<file path="src/rtl/shift_ser_ctrl.sv">
// Frame controller for an external serial shift register: clears it, clocks WIDTH bits in, then
// holds the frame until the consumer takes it. Define SHIFT_SER_PARITY_EN for a leading parity bit.
module shift_ser_ctrl #(
  parameter int unsigned WIDTH = 8,
  parameter int unsigned DIV   = 4
) (
  input  logic                           i_clk,
  input  logic                           i_reset,
  input  logic                           i_start,
  input  logic                           i_ready,
  input  logic                           i_q,
  output logic                           o_serclk,
  output logic                           o_shreset,
  output logic                           o_busy,
  output logic                           o_valid,
  output logic [$clog2(WIDTH+2)-1:0]     o_bitcnt
`ifdef SHIFT_SER_PARITY_EN
  ,
  output logic                           o_perr
`endif
);

  localparam int unsigned CntW = $clog2(WIDTH + 2);
`ifdef SHIFT_SER_PARITY_EN
  localparam int unsigned NumEdges = WIDTH + 1;
`else
  localparam int unsigned NumEdges = WIDTH;
`endif
  localparam int unsigned DivW = (DIV > 1) ? $clog2(DIV) : 1;
  localparam logic [DivW-1:0] DivLast = DivW'(DIV - 1);
  localparam logic [CntW-1:0] EdgeFinal = CntW'(NumEdges - 1);

  typedef enum logic [1:0] {StIdle, StClear, StShift, StDone} state_e;

  state_e          state_q, state_d;
  logic [DivW-1:0] div_q, div_d;
  logic            serclk_q, serclk_d;
  logic [CntW-1:0] bitcnt_q, bitcnt_d;
  logic            valid_q, valid_d;
  logic            fall_edge;

  // Serial clock is high and its half-period expires: this cycle issues a falling edge.
  assign fall_edge = (state_q == StShift) && serclk_q && (div_q == DivLast);

  always_comb begin
    state_d  = state_q;
    div_d    = div_q;
    serclk_d = 1'b0;
    bitcnt_d = bitcnt_q;
    unique case (state_q)
      StIdle: begin
        if (i_start) state_d = StClear;
      end
      StClear: begin
        state_d = StShift;
      end
      StShift: begin
        serclk_d = serclk_q;
        if (div_q == DivLast) begin
          div_d    = '0;
          serclk_d = ~serclk_q;
        end else begin
          div_d = div_q + 1'b1;
        end
        if (fall_edge) begin
          bitcnt_d = bitcnt_q + 1'b1;
          if (bitcnt_q == EdgeFinal) state_d = StDone;
        end
      end
      StDone: begin
        if (i_ready) state_d = i_start ? StClear : StIdle;
      end
      default: state_d = StIdle;
    endcase
    // Entering CLEAR (from IDLE or back-to-back from DONE) starts a fresh frame.
    if (state_d == StClear) begin
      bitcnt_d = '0;
      div_d    = '0;
    end
    valid_d = (state_d == StDone);
  end

  always_ff @(posedge i_clk or negedge i_reset) begin
    if (!i_reset) begin
      state_q  <= StIdle;
      div_q    <= '0;
      serclk_q <= 1'b0;
      bitcnt_q <= '0;
      valid_q  <= 1'b0;
    end else begin
      state_q  <= state_d;
      div_q    <= div_d;
      serclk_q <= serclk_d;
      bitcnt_q <= bitcnt_d;
      valid_q  <= valid_d;
    end
  end

`ifdef SHIFT_SER_PARITY_EN
  logic perr_q, perr_d;

  // i_q is sampled on the same edge the shifter consumes it.
  always_comb begin
    perr_d = perr_q;
    if (fall_edge) perr_d = perr_q ^ i_q;
    if (state_d == StClear) perr_d = 1'b0;
  end

  always_ff @(posedge i_clk or negedge i_reset) begin
    if (!i_reset) begin
      perr_q <= 1'b0;
    end else begin
      perr_q <= perr_d;
    end
  end

  assign o_perr = perr_q;
`else
  logic unused_q;
  assign unused_q = i_q;
`endif

  assign o_serclk  = serclk_q;
  // Combinational so the shifter clears together with the controller under reset.
  assign o_shreset = i_reset & (state_q != StClear);
  assign o_busy    = (state_q == StClear) || (state_q == StShift);
  assign o_valid   = valid_q;
  assign o_bitcnt  = bitcnt_q;

endmodule

</file>
<file path="config.mk">
export PLATFORM = sky130hd
export DESIGN_NAME = shift_ser_ctrl
export DESIGN_NICKNAME = d
export VERILOG_FILES = /design/src/rtl/shift_ser_ctrl.sv
export SDC_FILE = /design/constraint.sdc
export NUM_CORES = 1
export LEC_CHECK = 0
export CORE_UTILIZATION = 40
export CTS_BUF_LIST = sky130_fd_sc_hd__clkbuf_2
export DETAILED_ROUTE_END_ITERATION = 12
export GPL_TIMING_DRIVEN = 0
export PLACE_DENSITY = 0.75
export REMOVE_ABC_BUFFERS = 1
export SKIP_LAST_GASP = 1
export SLEW_MARGIN = 25
export SYNTH_ARGS = -nofsm -noshare
export SYNTH_HDL_FRONTEND = slang
export SYNTH_SLANG_ARGS = --single-unit
</file>
<file path="constraint.sdc">
create_clock -name i_clk -period 1.4 [get_ports i_clk]
set_input_delay 0.28 -clock i_clk [delete_from_list [all_inputs] [get_ports i_clk]]
set_output_delay 0.28 -clock i_clk [all_outputs]
set_load 0.01 [all_outputs]
</file>
Word-level counts from Yosys, hierarchy flattened
Index checks and enable logic that the tools add are counted.
W data, S select, Z words.
{"block": "classes", "eq_ne": 9, "n_addsub": 2, "muxes": 14, "n_bitwise": 2, "n_reduce_logical": 7}
{"cell": "$mux W2", "count": 7}
{"cell": "$mux W4", "count": 3}
{"cell": "$eq A2 B2 Y1 const B", "count": 4}
{"cell": "$pmux W2 S4", "count": 1}
{"cell": "$add A4 B1 Y4 const B", "count": 1}
{"cell": "$eq A2 B1 Y1 const B", "count": 2}
{"cell": "$eq A4 B3 Y1 const B", "count": 1}
{"cell": "$ne A2 B1 Y1 const B", "count": 2}
{"cell": "$reduce_bool A2 Y1", "count": 2}
{"cell": "$mux W1", "count": 3}
{"cell": "$add A2 B1 Y2 const B", "count": 1}
{"cell": "$logic_and A1 B1 Y1", "count": 2}
{"cell": "$logic_not A2 Y1", "count": 1}
{"cell": "$reduce_and A2 Y1", "count": 1}
{"cell": "$and A1 B1 Y1", "count": 1}
{"cell": "$logic_or A1 B1 Y1", "count": 1}
{"cell": "$not A1 Y1", "count": 1}
{"block": "totals", "wordCells": 39, "in_bits": 5, "ff_bits": 10}

Depth between registers and ports, before layout
{"block": "depth", "word_depth": 8, "ltp_mapped": 7}

Worst setup path before layout
Ideal clock, no wire load.
{"block": "synth_timing", "kind": "reg-to-reg", "startpoint": "register state_q[0]", "endpoint": "register div_q[0]", "period_less_slack_ps": 1567, "stages_incl_launch_ff": 8, "setup_slack_ps": -167, "setup_time_ps": 138, "arrival_time_ps": 1428, "required_time_ps": 1262, "path_buffers": 1, "cell_sequence": "dfrtp_1 > inv_1 > ha_1 > and3_1 > buf_4 > nand4b_4 > a31oi_4 > a21oi_1"}
{"block": "synth_via", "elab_chain_len": 7, "elab_cells_between_ends": 14, "cone_classes": "eq/ne: 4; mux: 6; reduce/logical: 4"}
{"element": "from (decl)", "line_no": "35", "text": "state_e state_q, state_d;"}
{"element": "from (signal assigned)", "line_no": "85", "text": "state_q <= StIdle;"}
{"element": "from (signal assigned)", "line_no": "91", "text": "state_q <= state_d;"}
{"element": "$eq A2 B2 Y1", "line_no": "43, 50"}
{"element": "$logic_and A1 B1 Y1 (2 in a row)", "line_no": "43", "text": "assign fall_edge = (state_q == StShift) && serclk_q && (div_q == DivLast);"}
{"element": "$mux W2", "line_no": "65", "text": "if (fall_edge) begin"}
{"element": "$pmux W2 S4 (*)", "line_no": "50", "text": "unique case (state_q)"}
{"element": "named net state_d[0]", "line_no": "35"}
{"element": "$eq A2 B1 Y1 (*)", "line_no": "76", "text": "if (state_d == StClear) begin"}
{"element": "$mux W2 or $reduce_bool A2 Y1 (tied branches)"}
{"element": "to (signal assigned)", "line_no": "92", "text": "div_q <= div_d;"}
{"element": "to (decl)", "line_no": "36", "text": "logic [DivW-1:0] div_q, div_d;"}
Mark *: on every way through the listed nets, which the timed path passes. The rest lies on a longest branch.
A chain may end at the register's enable or synchronous reset.

Worst setup path after layout
{"block": "layout_timing", "startpoint": "register state_q[1]", "endpoint": "register valid_q, in the netlist o_valid"}
{"block": "layout_via", "elab_chain_len": 6, "elab_cells_between_ends": 12, "cone_classes": "eq/ne: 4; mux: 5; reduce/logical: 3"}
{"element": "$eq A2 B2 Y1", "line_no": "43, 50"}
{"element": "$logic_and A1 B1 Y1 (2 in a row)", "line_no": "43"}
{"element": "$mux W2", "line_no": "65"}
{"element": "$pmux W2 S4 (*)", "line_no": "50"}
{"element": "named net state_d[0]", "line_no": "35"}
{"element": "$eq A2 B2 Y1 (*)", "line_no": "80", "text": "valid_d = (state_d == StDone);"}
{"element": "named net valid_d", "line_no": "39", "text": "logic valid_q, valid_d;"}
{"element": "to (signal assigned)", "line_no": "95", "text": "valid_q <= valid_d;"}
{"element": "to (decl)", "line_no": "39"}
Marks and branches as above.

==> out/results.ini <==
[route]
vias = 470
first_pass_iters = 2
ant_nets = 0
vias_per_cell = 4.95
remaining_drc_errors = 0
finalWirelength_um = 1380
drtIter0Drc = 4
wl_per_cell_um = 14.6

[setup_path]
critical_path_arrival_ps = 1710
max_stage_delay_ps = 420
crit_path_end_kind = flop
critPathTopFamily = flip-flops
critical_path.cell_chain = buf_4 -> ha_4 -> nor2b_4 -> o21ai_2 -> a31oi_4 -> buf_12 -> and2b_1
critical_path_buf_inv_count = 2
worstPathMaxFanout = 8
setup.worst_path.class = flop to flop
crit_path_start_kind = flop
required_ps = 1540
slowest_stage = dfrtp_1

[sta]
fmax_mhz = 636
setup_viol = 10
rsz0062_at_grt = true
fin_crit_ps = 1570
slew_viol_final = 0
setup_ws_ps = -172
tightest_slew_ps = 464
post-route-period-util_pct = 112
fin_skew_ps = 4.52
hold_viol = 0
max_slew_margin_pct = 69.0

[grt]
grt_overflow = 0
grtUsageTotal_pct = 20.4
antenna_found_initial = 0
grt_pass1_wl_um = 2080
grt_max_degree = 12
grt_pass1_vias = 466

[floorplanning]
rows = 13
io_pins = 13
fp.dieW_um = 40.3
core_area_um2 = 1330
dieArea_um2 = 1630
dieHeight_um = 40.3
start_util_pct = 44.1

[cts]
insertion_delay_ps = 240
cts_tree = built
clockBufferDepth = 2
clk_pin_slew_worst_paths_ps = 90
root_buffer = clkbuf_2
h-tree-depth = 1
cts-buffers-inserted = 3
cts.sinks = 10
hold_buffers = 0

[power_and_ir_drop]
ir_worst_vdd_uv = 453
p_per_area_nw_per_um2 = 494
leakage_nw = 0.430

[synthesis]
netlist_area_um2 = 588
yosysSeqAreaShare_pct = 42.6
yosys_register_bits = 10
synth.avg_cell_area_um2 = 11.1
synthSimpleGateAreaFrac_pct = 16.0
synth_xor_area_share_pct = 5.96
synthMuxAreaShare_pct = 5.11
synth_top_family_by_area = simple AND/OR/NAND/NOR gates
yosysWarnings = 0
yosysUniqueCellTypes = 20
syn_inst = 53
synth_compound_area_share_pct = 12.3
synth_fa_ha_area_share_pct = 14.9

[cells_and_area]
antenna_cells = 0
post-route-util_pct = 69.2
area_growth_pct = 57.0
nets = 94
drive_gt1_share_pct = 43.8
finalInstanceArea_um2 = 923

[run_status]
outcome = finished, violations left
violations = negative setup slack

[hold_path]
worstHoldPathType = input port to asynchronous set/reset pin

[placement]
dpl-instance-area_um2 = 709
dpl.hpwl_um = 743
place.gp.congestion = 0.644
portBuffers = 11

[flow_run]
maxCapViolCount = 0

==> cell type report <==
| type | count | area, um2 |
|---|---|---|
| multi-input combinational | 39 | 402 |
| inverter | 3 | 11.3 |
| fill | 99 | 410 |
| timing repair buffer | 25 | 226 |
| clock buffer | 3 | 15.0 |
| tap | 15 | 18.8 |
| sequential | 10 | 250 |
==> per-layer routing <==
metal  GRT usage [%]  wire length, um  part of all wire, %  vias up
met2            33.7              744                   54        9
li1                -                -                    -      234
met5               0                0                    0        -
met1            25.1              598                   43      227
met3            5.00               40                  2.9        0
met4            8.33                0                    0        0
==> Yosys cell counts, drive strengths merged <==
library cell	count	area, um2
a21oi	7	35.0
a31oi	2	27.5
and2	1	6.26
and2b	1	7.51
and3	1	6.26
buf	1	7.51
dfrtp	10	250
ha	7	87.6
inv	3	11.3
mux2i	3	30.0
nand2	1	3.75
nand2b	2	12.5
nand4	1	6.26
nand4b	1	23.8
nor2	4	15.0
nor2b	2	12.5
o21ai	2	10.0
xnor2	1	8.76
xor2	3	26.3
==> through the flow <==
step	cells	power (W)	setup slack (ps)	hold WS, ps	TNS, ps
after floorplan	52	0.000297	-197	-15.6	-1450
after global placement	78	0.000315	-660	550	-4350
after detailed placement	78	0.000315	-668	558	-4360
after CTS	91	0.000457	-166	86.5	-1360
after global routing	95	0.000476	-210	101	-1680
final	95	0.000456	-172	83.6	-1060
==> worst paths after layout <==
path	depth (start not counted)	from	endpoint	slack, ps
worst max-delay path	7	state_q[1]	o_valid	-170
worst min-delay path	1	i_reset	state_q[1]	80
worst max register to register	7	state_q[1]	o_valid	-170
worst min register to register	2	div_q[1]	div_q[1]	570
max in group asynchronous	1	i_reset	o_serclk	1000
min in group i_clk	2	div_q[1]	div_q[1]	570
==> report_power, final <==
part	total (W)	internal [W]	switching, W
Combinational	0.0000191	0.00000887	0.0000102
Sequential	0.000289	0.000289	0
Clock	0.000148	0.0000585	0.0000897
==> cell usage in the layout (no fill, tap or decap) <==
cell type	instances
nand2b_1	2
ha_4	3
buf_4	10
buf_6	4
nor2_1	4
clkdlybuf4s50_1	2
inv_2	1
inv_1	2
nand4b_4	1
o21ai_2	1
nand4_1	1
mux2i_1	3
buf_12	1
nor2b_1	1
clkbuf_2	4
a21oi_1	1
a31oi_2	1
ha_1	4
and2b_1	1
nor2b_4	1
nand2_1	1
xor2_1	3
dfrtp_1	10
and2_1	1
xnor2_1	1
a31oi_4	1
and3_4	1
dlygate4sd2_1	7
a21oi_2	6
o21ai_1	1
==> cells by family after synthesis <==
logic type                 count (synthesis)
AOI/OAI and AO/OA                         11
xor gates and xnor gates                   4
adders and majority gates                  7
buffers and inverters                      4
DFF                                       10
muxes                                      3
and+or+nand+nor                           14
==> state kept, by name, indices dropped and copies added, names as in the netlist <==
| name | flops |
|---|---|
| o_bitcnt | 4 |
| div_q | 2 |
| state_q | 2 |
| o_serclk | 1 |
| o_valid | 1 |
==> what timing repair did <==
action	CTS	global route
setup endpoints to repair	17	11
pin swaps	6	9
setup buffers	10	4
resized for setup	26	13
(Power assumes the default switching activity.)
